**src/rtl/serial_frame_rx.sv**
```systemverilog
// serial_frame_rx: one-sample-per-clock receiver for start/data/parity/stop frames.
// Data bits arrive LSB-first. A completed frame is presented on a valid/ready register,
// together with its parity status. Frames that complete while the output is full are
// dropped and reported through a sticky overrun flag.
module serial_frame_rx #(
    parameter int unsigned DATA_BITS  = 8,
    parameter int unsigned STOP_BITS  = 2,
    parameter int unsigned PARITY_EN  = 1,
    parameter int unsigned PARITY_ODD = 0,
    parameter int unsigned CNT_W      = 16
) (
    input  logic                 clk,
    input  logic                 rst,
    input  logic                 serial_in,
    input  logic                 rx_ready,
    input  logic                 err_clr,
    output logic [DATA_BITS-1:0] rx_data,
    output logic                 rx_valid,
    output logic                 parity_err,
    output logic                 frame_err,
    output logic                 overrun,
    output logic [CNT_W-1:0]     frame_cnt
);

    localparam int unsigned    BCW       = (DATA_BITS > 1) ? $clog2(DATA_BITS) : 1;
    localparam logic [BCW-1:0] LAST_BIT  = BCW'(DATA_BITS - 1);
    // Two stop bits at most, so one counter bit is enough.
    localparam logic           LAST_STOP = (STOP_BITS > 1);
    localparam logic           PAR_EN    = (PARITY_EN != 0);
    localparam logic           PAR_ODD   = (PARITY_ODD != 0);

    typedef enum logic [1:0] {
        StIdle,
        StData,
        StParity,
        StStop
    } state_e;

    // Receiver state
    state_e                 r_state;
    state_e                 w_state_d;
    logic [BCW-1:0]         r_bit_cnt;
    logic [BCW-1:0]         w_bit_cnt_d;
    logic                   r_stop_cnt;
    logic                   w_stop_cnt_d;
    logic [DATA_BITS-1:0]   r_shift;
    logic [DATA_BITS-1:0]   w_shift_d;
    logic                   r_par_bit;
    logic                   w_par_bit_d;

    // Output registers
    logic [DATA_BITS-1:0]   r_rx_data;
    logic [DATA_BITS-1:0]   w_rx_data_d;
    logic                   r_rx_valid;
    logic                   w_rx_valid_d;
    logic                   r_parity_err;
    logic                   w_parity_err_d;
    logic                   r_frame_err;
    logic                   w_frame_err_d;
    logic                   r_overrun;
    logic                   w_overrun_d;
    logic [CNT_W-1:0]       r_frame_cnt;
    logic [CNT_W-1:0]       w_frame_cnt_d;

    // Frame events decoded from the current state and line sample
    logic                   w_complete;
    logic                   w_abort;
    logic                   w_par_xor;
    logic                   w_par_mismatch;
    logic                   w_load;
    logic                   w_drop;

    // State register plus all output registers; reset discards any partial frame.
    always_ff @(posedge clk or posedge rst) begin
        if (rst) begin
            r_state      <= StIdle;
            r_bit_cnt    <= '0;
            r_stop_cnt   <= 1'b0;
            r_shift      <= '0;
            r_par_bit    <= 1'b0;
            r_rx_data    <= '0;
            r_rx_valid   <= 1'b0;
            r_parity_err <= 1'b0;
            r_frame_err  <= 1'b0;
            r_overrun    <= 1'b0;
            r_frame_cnt  <= '0;
        end else begin
            r_state      <= w_state_d;
            r_bit_cnt    <= w_bit_cnt_d;
            r_stop_cnt   <= w_stop_cnt_d;
            r_shift      <= w_shift_d;
            r_par_bit    <= w_par_bit_d;
            r_rx_data    <= w_rx_data_d;
            r_rx_valid   <= w_rx_valid_d;
            r_parity_err <= w_parity_err_d;
            r_frame_err  <= w_frame_err_d;
            r_overrun    <= w_overrun_d;
            r_frame_cnt  <= w_frame_cnt_d;
        end
    end

    // Frame sequencing: start detect, data capture, parity capture, stop checking.
    always_comb begin
        w_state_d    = r_state;
        w_bit_cnt_d  = r_bit_cnt;
        w_stop_cnt_d = r_stop_cnt;
        w_shift_d    = r_shift;
        w_par_bit_d  = r_par_bit;
        w_complete   = 1'b0;
        w_abort      = 1'b0;
        unique case (r_state)
            StIdle: begin
                if (!serial_in) begin
                    w_state_d   = StData;
                    w_bit_cnt_d = '0;
                end
            end
            StData: begin
                w_shift_d[r_bit_cnt] = serial_in;
                if (r_bit_cnt == LAST_BIT) begin
                    if (PAR_EN) begin
                        w_state_d = StParity;
                    end else begin
                        w_state_d    = StStop;
                        w_stop_cnt_d = 1'b0;
                    end
                end else begin
                    w_bit_cnt_d = r_bit_cnt + BCW'(1);
                end
            end
            StParity: begin
                w_par_bit_d  = serial_in;
                w_state_d    = StStop;
                w_stop_cnt_d = 1'b0;
            end
            StStop: begin
                if (serial_in) begin
                    if (r_stop_cnt == LAST_STOP) begin
                        w_complete = 1'b1;
                        w_state_d  = StIdle;
                    end else begin
                        w_stop_cnt_d = 1'b1;
                    end
                end else begin
                    // A low stop bit kills the frame; that low is not a new start bit.
                    w_abort   = 1'b1;
                    w_state_d = StIdle;
                end
            end
            default: begin
                w_state_d = StIdle;
            end
        endcase
    end

    // Parity check over the captured data and parity bit.
    always_comb begin
        w_par_xor      = (^r_shift) ^ (PAR_EN & r_par_bit);
        w_par_mismatch = PAR_EN & (w_par_xor != PAR_ODD);
    end

    // Output register update: load, hand-off, overrun and frame counting.
    always_comb begin
        w_load         = w_complete & (~r_rx_valid | rx_ready);
        w_drop         = w_complete & r_rx_valid & ~rx_ready;
        w_rx_data_d    = r_rx_data;
        w_rx_valid_d   = r_rx_valid;
        w_parity_err_d = r_parity_err;
        w_frame_cnt_d  = r_frame_cnt;
        w_overrun_d    = r_overrun;
        w_frame_err_d  = w_abort;
        if (w_load) begin
            w_rx_data_d    = r_shift;
            w_rx_valid_d   = 1'b1;
            w_parity_err_d = w_par_mismatch;
            w_frame_cnt_d  = r_frame_cnt + CNT_W'(1);
        end else if (r_rx_valid && rx_ready) begin
            w_rx_valid_d = 1'b0;
        end
        // A new overrun beats a simultaneous clear.
        if (w_drop) begin
            w_overrun_d = 1'b1;
        end else if (err_clr) begin
            w_overrun_d = 1'b0;
        end
    end

    assign rx_data    = r_rx_data;
    assign rx_valid   = r_rx_valid;
    assign parity_err = r_parity_err;
    assign frame_err  = r_frame_err;
    assign overrun    = r_overrun;
    assign frame_cnt  = r_frame_cnt;

endmodule
```
**config.mk**
```make
export PLATFORM = sky130hd
export DESIGN_NAME = serial_frame_rx
export DESIGN_NICKNAME = d
export VERILOG_FILES = /design/src/rtl/serial_frame_rx.sv
export SDC_FILE = /design/constraint.sdc
export NUM_CORES = 1
export LEC_CHECK = 0
export ABC_AREA = 1
export CORE_MARGIN = 2
export CORE_UTILIZATION = 65
export CTS_BUF_LIST = sky130_fd_sc_hd__clkbuf_2
export DETAILED_ROUTE_END_ITERATION = 10
export DONT_BUFFER_PORTS = 1
export PLACE_DENSITY = 0.8
export SLEW_MARGIN = 40
export SYNTH_ARGS = -nofsm -noshare
export SYNTH_HDL_FRONTEND = slang
export SYNTH_SLANG_ARGS = --single-unit
```
**constraint.sdc**
```tcl
create_clock -name clk -period 1.6 [get_ports clk]
set_input_delay 0.08 -clock clk [delete_from_list [all_inputs] [get_ports clk]]
set_output_delay 0.08 -clock clk [all_outputs]
set_load 0.02 [all_outputs]
```
# [After elaboration in Yosys (flattened, before gate mapping)]
# Cells that the tools add are included.
[word_totals] reg_bits=43 in_bits=5 out_inout_bits=28 wordCells=64
[classes] add_sub_neg=2 magnitude_cmp=2 n_eq_ne=9 n_mux=22 bitwise=7 n_reduce_logical=11
[ops] operator="$add A16 B1 Y16 const B" n=1
[ops] operator="$mux W1" n=11
[ops] operator="$bwmux W8" n=1
[ops] operator="$mux W2" n=4
[ops] operator="$ne A2 B2 Y1 const B" n=4
[ops] operator="$pmux W2 S4" n=1
[ops] operator="$reduce_bool A2 Y1" n=4
[ops] operator="$reduce_xor A8 Y1" n=1
[ops] operator="$mux W3" n=2
[ops] operator="$pmux W3 S2" n=1
[ops] operator="$reduce_and A3 Y1" n=2
[ops] operator="$eq A2 B2 Y1 const B" n=2
[ops] operator="$lt A3 B4 Y1 const B" n=1
[ops] operator="$add A3 B1 Y3 const B" n=1
[ops] operator="$and A1 B1 Y1" n=3
[ops] operator="$demux W1 S3" n=1
[ops] operator="$eq A3 B3 Y1 const B" n=1
[ops] operator="$ge A3 B1 Y1 const B" n=1
[ops] operator="$ne A3 B3 Y1 const B" n=1
[ops] operator="$eq A2 B1 Y1 const B" n=1
[ops] operator="$logic_and A1 B1 Y1" n=2
[ops] operator="$logic_not A2 Y1" n=1
[ops] operator="$not A1 Y1" n=2
[ops] operator="$pmux W1 S2" n=1
[ops] operator="other kinds (3)" n=3

# [Depth between registers and ports, before layout]
# Gate-level depths: netlist (run 1).
[depth] depth_word=6 ltp_mapped=9 mapped_depth_nobuf=9

# [Worst setup path after synthesis (run 1)]
# No wires, ideal clock.
[synth_timing] kind="reg-to-reg" from="register r_frame_cnt[1] (netlist: frame_cnt[1])" to="register r_frame_cnt[12] (netlist: frame_cnt[12])" setup_time_ns=0.117 arrival_time_ns=1.363 setup_slack_ns=0.119 path_stages_with_launch=8 path_buffers=0 synth_period_minus_slack_ns=1.481 cell_sequence="dfrtp_1 -> ha_1 -> nand3_1 -> nand3b_1 -> nor3_4 -> nand2_1 -> nand2_1 -> nand2_1"
[synth_between] elab_chain_len=1
[synth_rtl] item="from (decl)" line="62" rtl="logic [CNT_W-1:0] r_frame_cnt;"
[synth_rtl] item="from (signal assigned)" line="98" rtl="r_frame_cnt <= w_frame_cnt_d;"
[synth_rtl] item="$add A16 B1 Y16" line="176" rtl="w_frame_cnt_d = r_frame_cnt + CNT_W'(1);"
# Every way passes these cells.
# A chain may end at the register's enable or synchronous reset.

# [Final worst setup path (run 1)]
[layout_timing] from="register r_bit_cnt[0]" to="register r_bit_cnt[1]"
[layout_between] elab_chain_len=3 word_cells_on_any_way=6
[layout_rtl] item="from (decl)" line="42" rtl="logic [BCW-1:0] r_bit_cnt;"
[layout_rtl] item="from (signal assigned)" line="89" rtl="r_bit_cnt <= w_bit_cnt_d;"
[layout_rtl] item="$add A3 B1 Y3 / $eq A3 B3 Y1 (equally long branches)" line="128, 120"
[layout_rtl] item="$mux W3 / $ne A2 B2 Y1 (equally long branches)"
[layout_rtl] item="$pmux W3 S2 / $reduce_and A3 Y1 (equally long branches)"
# Parallel ways exist; a longest one is shown, timed or not. The select of a mux whose other input is x is not followed.

==> results, run 1 <==
- The flow ran to the end, and the final reports show no timing, DRC or antenna violations.
- The critical path ends at r_bit_cnt[1].
- The number of nets in the layout is 311.
- Entering global routing, the biggest net connects 23 pins.
- Measured against its own limit, the worst slew margin works out to 0.711.
- The post-synthesis area per instance is ~8.3 sq um.
- The number of warnings reported in the yosys synthesis log is 0.
- The synthesized instance count is 262.
- The leakage power total is between 1 and 1.5 nW.
- The power density over the cells is 1500 mW/mm^2.
- Data arrives at the worst endpoint at around 1.9 ns.
- Of all nets on the critical path, the largest fanout is 6.
- The insertion delay of the later-clocked pin in the worst-skew pair is 0.41 ns.
- Setup repair after global routing could not meet its margin everywhere.
- The internal power of the cells is 2.24 mW.
- The part of the total power dissipated in the clock network is 0.157.
- The worst-case vdd ir drop is 1.13 mV.
- The setup TNS is 0 ns.
- The die is between 60 and 70 um wide.
- Of the total power, the share spent switching nets is 0.415.
- The floorplan has 21 rows.
- Excluding fillers, the count of instances in the completed layout stands at 345.
- The starting density of the core is 0.662.
- Setup violations remaining at the end of the flow were counted as 0.
- In this run the critical register-to-register path is captured at r_bit_cnt[1].
- The required time at the endpoint of the critical path is approximately 2.0 ns.
- The number of filler instances in the final layout is 243.
- The initial antenna violation count is 0.
- Wires add up to 4320 um.
- The number of H-tree levels is 2.
- The start-to-end type of the worst setup path is reg2reg.
- The area growth from synthesis to layout is 17.3%.
- The routed length per instance is 12.5 um.
- After the first detailed-routing iteration, the DRC count stood at 94.
- The buffer depth of the longest clock path is 2.
- The die covers 0.00382 sq mm.
- Including well taps, the total number of placed cells is 323.
- The HPWL after detailed placement is 3160 um.
- The number of buffer cells added on primary ports is 0.
- The total routing resource utilization after global routing is 0.241.
- In this run the worst setup path begins at r_bit_cnt[0].
- The number of vias after detailed routing is 1,785.
- The final weighted congestion in routability-driven placement is 0.814.
- The library cell used as clock root buffer is clkbuf_2.
- The share of the clock period used by the worst path after layout is 0.940.
- The total global routing overflow is 0.
- In this run the worst hold path is classified as in2async.
- In the routed layout, each cell is associated on average with a via count of 5.17.
- Timing analysis after detailed placement gives a worst setup slack of 0.0254 ns.
- After detailed routing, the number of remaining DRC violations is 0.
- The critical path capture point type is a flop.
- The number of antenna diodes in the final layout is 0.
- The number of nets in the synthesized netlist is around 280.
- The number of nets with antenna violations after detailed routing is 0.
- The detailed-router iteration count before antenna repair is 4.
- In this run the standard cell core region covers between 0.003 and 0.004 sq mm.
- Clock tree synthesis found a total of 43 sinks.
- The number of max-slew violations in the final report is 0.
- In this run the critical register-to-register path is launched from r_bit_cnt[0].
- The worst setup path is launched from a flop.
- The number of top-level pins is 33.
- The synthesized flop and latch total is 43.
- The die outline height is roughly 60 um.
- Across all setup checks in the final design, the least slack found is 0.0966 ns.
- The sequential element share of the synthesized area is 0.495.
- The worst hold margin is 0.0937 ns.
- Derived from the worst setup path, the maximum achievable clock frequency is between 600 and 700 MHz.
- After layout, the design draws a total of roughly 3.8 mW.
- The slew at the pin closest to its max-slew limit is approximately 0.43 ns.
- The number of clock buffers added by TritonCTS is 5.
- The minimum clock period after layout is 1.50 ns.
- For the worst flop-to-flop path, the logic depth is 6.
- In this run the register-to-register setup slack is just under 0.1 ns.
- Of the total power, registers draw 0.465.
- The TritonCTS clock tree is built.
- The wire length of the first global-routing pass is 6650 um.
- The number of global-route vias before repair is approximately 1,500.
- The fraction of layout cells with a size suffix above 1 is 0.161.
- After clock tree synthesis, the clock-pin slew on the worst setup and hold paths is 0.20 ns.
- The mapped cell area is 0.00217 sq mm.
- In the layout the commonest cells are nand2_1, dfrtp_1, inv_1.
- The combinational group share of total power is 0.377.
- For the final database, setup skew stands at 0.00749 ns.
- The count of maximum capacitance violations is 0.
- The final-report hold violation count is 0.
- The library cell used most frequently in the layout, excluding fill and tap cells, is nand2_1.
- The number of distinct library cell variants in the gate-level netlist after synthesis is 25.
- The switching component of the power is ~1.6 mW.
-- power by group through the flow --
stage	Combinational, mW	Clock (mW)	Sequential (mW)
floorplan	0.871	0	1.82
global placement	1.22	0	1.80
detailed placement	1.26	0	1.81
CTS	1.30	0.610	1.79
global route	1.67	0.655	1.83
finish	1.45	0.603	1.78
-- cells by family (layout without fill, tap and decap cells) --
| logic type | count (synthesis) | in the layout | share of synthesized area |
|---|---|---|---|
| and+or+nand+nor | 131 | 132 | 0.265 |
| DFF | 43 | 43 | 0.495 |
| buffers and inverters | 38 | 74 | 0.0673 |
| AOI/OAI and AO/OA | 29 | 29 | 0.0748 |
| xor gates and xnor gates | 13 | 13 | 0.0524 |
| adders and majority gates | 8 | 8 | 0.0460 |
-- per-layer routing --
metal / global-route usage / vias to the layer above / wire (um)
li1: - / 909 / -
met1: 0.275 / 825 / 1790
met2: 0.420 / 35 / 2230
met3: 0.0663 / 16 / 170
met4: 0.109 / 0 / 135
met5: 0 / - / 0
-- registers in the layout, summed over array words and instances, names as in the netlist --
name	flops
frame_cnt	16
frame_err	1
overrun	1
parity_err	1
r_bit_cnt	3
r_par_bit	1
r_shift	8
r_state	2
r_stop_cnt	1
rx_data	8
rx_valid	1
-- synthesized netlist by cell type (all sizes together) --
| master | n | area share |
|---|---|---|
| o21ai | 12 | 0.028 |
| nor3 | 8 | 0.024 |
| a21boi | 1 | 0.0052 |
| nand3b | 1 | 0.0035 |
| xnor2 | 2 | 0.0081 |
| nor2 | 19 | 0.041 |
| dfrtp | 43 | 0.49 |
| buf | 3 | 0.0069 |
| nand2 | 83 | 0.15 |
| o211ai | 1 | 0.0035 |
| a31oi | 6 | 0.017 |
| a21oi | 8 | 0.018 |
| o22ai | 1 | 0.0029 |
| inv | 35 | 0.060 |
| nand3 | 15 | 0.035 |
| or2 | 1 | 0.0029 |
| ha | 8 | 0.046 |
| xor2 | 11 | 0.044 |
| nand4 | 4 | 0.012 |
-- cell type report --
type,instances,area [sq um],share of cell area
Multi-Input combinational cell,182,978,0.384
Tap cell,46,57.6,0.0226
Clock inverter,3,38.8,0.0152
Timing Repair Buffer,31,243,0.0952
Sequential cell,43,1080,0.422
Inverter,35,131,0.0515
Clock buffer,5,25.0,0.00981
-- per-stage QoR --
stage               area (sq um)  utilization
floorplan                   2170            -
detailed placement          2350        0.716
CTS                         2460        0.750
finish                      2550        0.776
global route                2550        0.776
global placement            2350        0.716
-- critical path, stage by stage, from the launching register on --
cell      delay, ns
dfrtp_1        0.44
ha_2           0.19
ha_1           0.17
or2_4          0.26
a21boi_4       0.19
nand3_1        0.11
o21ai_0        0.09
-- worst min path at each step --
stage,startpoint,to,slack [ns],cells past startpoint
floorplan,serial_in,frame_err,0.15,1
global placement,rst,overrun,0.03,1
detailed placement,rst,overrun,0.03,1
CTS,rst,r_state[1],0.13,2
global route,rst,overrun,0.11,2
finish,rst,frame_err,0.09,2
-- repair_timing --
item / 4_1_cts / 5_1_grt
hold endpoints to repair: 59 / 0
endpoints found under the setup margin: 2 / 9
gates resized for setup: 1 / 5
cloned: 0 / 1
pin swaps: 0 / 6
setup buffers: 0 / 9
hold buffers: 4 / 0
Power figures use the tool's default switching activity.
==> run 2, diff against run 1 <==
- PLACE_DENSITY: 0.8 -> 0.83
==> results, run 2 (synthesized netlist as in run 1, its figures left out) <==
- The flow ran to the end, and the final reports show no timing, DRC or antenna violations.
- The sum of met2 wire segment lengths after detailed routing is approximately 2400 um.
- The top cell types in the final layout, fill and taps aside, are nand2_1, dfrtp_1, inv_1.
- The headroom to the max-slew limit is 0.709.
- Setup repair after global routing could not meet its margin everywhere.
- The minimum clock period after layout is 1.54 ns.
- The worst-case vdd ir drop is 0.950 mV.
- Dividing the final minimum period by the clock period gives 0.965.
- The leakage power total is 1.31 nW.
- The slowest library cell on the worst path is dfrtp_1.
- The number of standard cells in the final layout excluding fillers is 340.
- The critical path is of the reg2reg type.
- The maximum clock frequency is ~650 MHz.
- The overall routed net length is between 4000 and 5000 um.
- The wire length of the first global-routing pass is slightly below 7000 um.
- For the pin with the worst max-slew slack, the measured transition is 0.433 ns.
- The switching power share of the total is 0.423.
- The buffer depth of the longest clock path is 2.
- The switching component of the power is 1.63 mW.
- The total clock sinks is 43.
- In this run, placement finished with an instance count of roughly 320.
- The register with the most flip-flops in the layout has 16 of them.
- After filler insertion, the fill cell instance count of the layout stands at 222.
- At the end of the flow, the number of nets in the layout was ~310.
- After detailed routing, the met3 layer carries 236 um of wire.
- The total power is 3.85 mW.
- Using the TritonRoute via totals, the vias-per-cell ratio works out to 5.31.
- The part of the total power dissipated in the clock network is 0.164.
- The antenna diode instance count is 0.
- Setup violations remaining at the end of the flow were counted as 0.
- In this design, the stage delay of the slowest critical-path cell is 0.42 ns.
- Across all hold checks on the routed design, the worst slack comes to 0.0378 ns.
- The detailed router used layers up to and including met4.
- The path type of the worst min-delay path is in2async.
- In this design, the critical path's most frequently occurring cell is nand2_4.
- The area growth from synthesis to layout is 17.6%.
- The number of global-route vias before repair is 1,638.
- The area inside the core boundary is 0.00328 sq mm.
- The final-report hold violation count was 0.
- The final worst setup slack is 0.0555 ns.
- The total routing resource utilization after global routing is 0.254.
- Walking the worst path, the cells encountered are buf_4, ha_4, nand2_4, nor2_4, nand2_4, nor2_2, nand4_1, xor2_1.
- The share of total power dissipated in sequential elements is 0.464.
- The congestion estimate from routability-driven global placement came to 0.820.
- Clock-pin slew was measured on the worst setup and hold paths at roughly 0.23 ns.
- The internal power of the cells is between 2 and 2.5 mW.
- The starting density of the core is 0.662.
- The detailed-router iteration count before antenna repair is 4.
- Dividing the detail-routed wire length by the instance count gives 13.5 um.
- In this run the horizontal extent of the chip is about 60 um.
- The number of top-level pins is 33.
- The library cell used as clock root buffer is clkbuf_2.
- The number of nets with antenna violations after detailed routing is 0.
- The finished layout cell area is 0.00256 sq mm.
- For the final database, setup skew stands at 0.0309 ns.
- TritonCTS built the clock tree.
- The total routed wire length on the met1 layer is roughly 1800 um.
- The worst endpoint data arrival time is approximately 1.9 ns.
- The critical path capture point type is a flop.
- The combinational group share of total power is 0.372.
- Entering global routing, the biggest net connects 35 pins.
- The total global routing overflow is 0.
- The top fanout value on the critical path is 5.
- The critical path startpoint category is a flop.
- The fraction of layout cells with a size suffix above 1 is 0.160.
- The initial antenna violation count came to 0.
- At the placement stage, the worst setup path has a slack of 0.0270 ns.
- In this run, CTS created clock tree buffers numbering 5.
- For the worst setup path, the data required time is 1.94 ns.
- For this design the ratio of total power to cell area is 1500 mW/mm^2.
- The H-tree was split into 2 levels.
- The library cell used most frequently in the layout, excluding fill and tap cells, is nand2_1.
- The die covers 0.00382 sq mm.
- The die is ~62 um tall.
- The number of max-slew violations in the final report is 0.
- The routed layout has 1,805 vias.
- The DRC violation count after routing is 0.
- The insertion delay of the later-clocked pin in the worst-skew pair is 0.43 ns.
- The HPWL after detailed placement is 3210 um.
- The number of buffer cells added on primary ports is 0.
- The total number of placement rows is 21.
- The detailed router finished its first iteration with 99 violations.
- The count of maximum capacitance violations is 0.
- The total cell area at the placement stage is 0.00236 sq mm.
## run 2: power by group through the flow
| stage | sequential (mW) | clock (mW) | combinational [mW] |
|---|---|---|---|
| after floorplan | 1.82 | 0 | 0.871 |
| after global placement | 1.79 | 0 | 1.24 |
| after detailed placement | 1.80 | 0 | 1.29 |
| after CTS | 1.77 | 0.642 | 1.33 |
| after global routing | 1.82 | 0.688 | 1.66 |
| final | 1.79 | 0.630 | 1.43 |
## run 2: layout make-up
| cell class | count | area (sq um) | area share |
|---|---|---|---|
| sequential | 43 | 1080 | 0.421 |
| clock inverter | 3 | 43.8 | 0.0171 |
| clock buffer | 5 | 25.0 | 0.00978 |
| multi-input combinational | 182 | 1010 | 0.393 |
| tap | 46 | 57.6 | 0.0225 |
| timing repair buffer | 26 | 218 | 0.0851 |
| inverter | 35 | 131 | 0.0514 |
## run 2: worst paths after layout
check                              from             to  slack [ns]  cells after the start
min in group clk                err_clr        overrun        0.27                      2
setup reg to reg             r_state[1]  frame_cnt[10]        0.06                      8
setup / recovery             r_state[1]  frame_cnt[10]        0.06                      8
max in group asynchronous           rst     r_shift[4]        1.02                      3
hold / removal                      rst   frame_cnt[7]        0.04                      2
hold reg to reg            frame_cnt[1]   frame_cnt[1]        0.55                      2
## run 2: stage by stage
step / setup TNS [ns] / util
after floorplan: 0 / -
after global placement: 0 / 0.720
after detailed placement: 0 / 0.720
after CTS: 0 / 0.755
after global routing: -0.138 / 0.779
final: 0 / 0.779
## run 2: layer usage
layer | vias up | global-route usage
li1 | 898 | -
met1 | 839 | 0.261
met2 | 53 | 0.471
met3 | 15 | 0.0787
met4 | 0 | 0.109
met5 | - | 0
## run 2: repair_timing
| item | CTS | global route |
|---|---|---|
| setup endpoints to repair | 2 | 9 |
| buffers inserted | 1 | 3 |
| resized for setup | 0 | 11 |
| pin swaps | 0 | 6 |
| cloned | 0 | 1 |
| endpoints found under the hold margin | 58 | 0 |
| hold buffers | 4 | 0 |
## run 2: worst max-delay path: cells and delay by family (launching register included)
family | cells | cell delay [ns]
and+or+nand+nor | 5 | 0.62
DFF | 1 | 0.42
xor gates and xnor gates | 1 | 0.17
buffers and inverters | 1 | 0.13
adders and majority gates | 1 | 0.13
==> run 3, diff against run 2 <==
- ABC_AREA: 1 -> unset
==> results, run 3 <==
- Across the run, the number of max-cap violations was 0.
- The detail-routed via count per cell is 5.72.
- Across all layers, the routed design uses 1,407 vias.
- The starting density of the core is 0.674.
- The run finished, with violations left.
- In this design, the largest share of critical-path delay is due to simple AND/OR/NAND/NOR gates.
- The overall routed net length is 3970 um.
- The top-area cell type share of the netlist area is 0.527.
- Synthesis handed over a netlist of 165 instances.
- Clock tree synthesis found a total of 43 sinks.
- The initial antenna violation count is 0.
- The mapped netlist covers 0.00204 sq mm.
- The number of max-slew violations in the final report was 0.
- The area inside the core boundary is 0.00303 sq mm.
- The most repeated library cell on the critical path is nand4_1.
- Across every metal layer, demand over resource in global routing totals 0.243.
- After synthesis, the cell types taking the most area are dfrtp_1, mux2_2, xnor2_1.
- The number of warnings reported in the yosys synthesis log is 0.
- Once detailed placement completed, the half-perimeter wirelength came to 2710 um.
- The insertion delay of the later-clocked pin in the worst-skew pair is 0.42 ns.
- The routed length per instance is about 16 um.
- The number of H-tree levels is 2.
- The most frequently used cell type in the post-synthesis netlist is dfrtp_1.
- The maximum clock frequency is 630 MHz.
- The DRC marker count from the first detailed-route iteration is 130.
- The number of top-level pins is 33.
- The final reports fail on negative hold slack.
- The final-report hold violation count is 13.
- The slew at the pin closest to its max-slew limit is ~0.53 ns.
- The number of nets in the synthesized netlist is 178.
- After clock tree synthesis, the clock-pin slew on the worst setup and hold paths is 0.22 ns.
- The start-to-end type of the worst setup path is reg2reg.
- The sequential element share of the synthesized area is 0.527.
- Buffers placed on the I/O ports in this run total 0.
- The capture endpoint of the worst hold path is r_shift[6].
- The reg-to-reg endpoint is frame_cnt[15].
- In this run, distinct cell masters in the synthesized netlist total 32.
- STA classifies the critical path startpoint as a flop.
- The setup TNS is 0 ns.
- The share of the clock period used by the worst path after layout is 0.992.
- The setup-violating endpoint count in the final report is 0.
- The commonest non-fill, non-tap cell in the layout is dfrtp_1.
- The first global-routing pass estimated 6350 um of wire.
- The critical path startpoint is frame_cnt[6].
- The die width is between 60 and 70 um.
- In this run the worst path has a maximum fanout of 5.
- The worst hold margin is -0.214 ns.
- After global routing the overflow that remains totals 0.
- In the final layout, the share of cells above drive strength 1 is 0.347.
- Counting instances, the worst hold path has a depth of 1.
- The die covers 0.00360 sq mm.
- Subtracting the final worst setup slack from the clock period gives 1.59 ns.
- The analysis attributes to cell leakage a power of ~1.1 nW.
- The startpoint of the most critical register-to-register path is frame_cnt[6].
- Among all flip-flop cells after synthesis, the most frequent one is dfrtp_1.
- The signal on the critical path passes through nand4_1, nor4b_4, nand4_1, xnor2_1.
- IR analysis of the VDD net gives a maximum drop of 1.23 mV.
- The detailed-router iteration count before antenna repair is 4.
- At the worst endpoint, the required time is 1.94 ns.
- The CTS buffer count is 5.
- The area growth from synthesis to layout is 21.4%.
- The largest net degree at the start of global routing is 44.
- Setup repair after global routing could not meet its margin everywhere.
- The cell taking the most area after synthesis is dfrtp_1.
- The share of flip-flops with an asynchronous set or reset after synthesis is 1.00.
- The path type of the worst min-delay path is in2reg.
- The worst hold path begins at serial_in.
- Synthesis inferred 43 register bits.
- The synthesized design contains 0 enable-type register cells.
- The number of standard cells in the final layout excluding fillers is 246.
- Setup slack on the worst reg-to-reg path comes out at 0.01 ns.
- The headroom to the max-slew limit is 0.648.
- The longest individual stage delay on the worst path is 0.50 ns.
- The number of cells in the design after placement is 230.
- Together, buffers and inverters on the worst path number 0.
- Measured along the y axis, the die boundary spans 60.0 um.
- After synthesis, the mean cell area works out to between 10 and 15 sq um.
- The number of hold buffers added after CTS was 5.
- Data arrives at the worst endpoint at 1.92 ns.
- Routability-driven placement finished with a final weighted congestion of 0.777.
- The slowest stage of the critical path belongs to the cell nor4b_4.
- The critical path crosses 4 cells after its start point.
- The library cells used most frequently in the layout, excluding fill and tap cells, are dfrtp_1, buf_4, mux2_2.
- The library cell used as clock root buffer is clkbuf_2.
- The worst register-to-register path has a depth of 4.
- The number of nets in the layout is 214.
- The number of flip-flops in the largest register is 16.
- The total number of placement rows is 20.
- No sink is reached through more buffers than the 2 on the longest clock path.
- In this run the remaining antenna-violating nets after routing total 0.
- The critical path capture point type is a flop.
- The commonest cells after synthesis are dfrtp_1, mux2_2, xnor2_1, nand2_1, ha_1.
- TritonCTS built the clock tree.
- The filler cells instantiated in the layout total 164.
- The antenna diode instance count is 0.
- After detailed routing, the number of remaining DRC violations is 0.
- The number of global-route vias before repair is 1,430.
- The power density over the cells is approximately 1700 mW/mm^2.
- The design draws 4.24 mW.
- The worst setup skew after layout is a little over 0.02 ns.
run 3: area by class of cell:
type | count | area, sq um | share of cell area
Clock buffer | 5 | 25.0 | 0.0101
Inverter | 6 | 22.5 | 0.00909
Sequential cell | 43 | 1080 | 0.434
Multi-Input combinational cell | 111 | 992 | 0.401
Clock inverter | 3 | 38.8 | 0.0157
Tap cell | 44 | 55.1 | 0.0222
Timing Repair Buffer | 34 | 268 | 0.108
run 3: per-layer routing:
| layer | wire length, um | GRT usage |
|---|---|---|
| met1 | 1630 | 0.274 |
| met2 | 2040 | 0.427 |
| met3 | 243 | 0.0823 |
| met4 | 62 | 0.0825 |
| met5 | 0 | 0 |
run 3: worst reg2reg max path, stage by stage, from the launching register on:
cell and delay (ns):
dfrtp_1 0.40, nand4_1 0.27, nor4b_4 0.50, nand4_1 0.18, xnor2_1 0.16
run 3: worst max-delay path by stage:
stage	endpoint	slack [ns]
floorplan	r_state[1]	0.02
global placement	r_shift[1]	0.02
detailed placement	frame_cnt[15]	-0.08
CTS	r_shift[2]	-0.01
global route	frame_cnt[15]	-0.06
finish	frame_cnt[15]	0.01
run 3: per-stage QoR:
stage	setup slack, ns	utilization	cell area [sq um]
finish	0.0134	0.818	2480
global route	-0.0632	0.818	2480
CTS	-0.0111	0.798	2410
detailed placement	-0.0773	0.749	2270
global placement	0.0152	0.749	2270
floorplan	0.0231	-	2040
run 3: what timing repair did:
action | CTS | global route
hold endpoints to repair | 61 | 16
pin swaps | 3 | 7
setup buffers | 1 | 2
setup endpoints to repair | 10 | 15
resized for setup | 5 | 10
run 3: kinds of logic after synthesis:
group           after synthesis  synth area share
mux                          22             0.120
buf+inv                      11            0.0221
simple gates                 46             0.145
xor+xnor                     22             0.101
fa+ha+maj                     8            0.0491
compound gates               13            0.0356
flops                        43             0.527
run 3: where the power goes:
group / internal [mW] / leakage, nW / switching [mW] / total (mW)
clock: 0.257 / 0.0404 / 0.355 / 0.612
combinational: 1.02 / 0.535 / 0.775 / 1.79
sequential: 1.41 / 0.557 / 0.425 / 1.84
total: 2.69 / 1.13 / 1.56 / 4.24
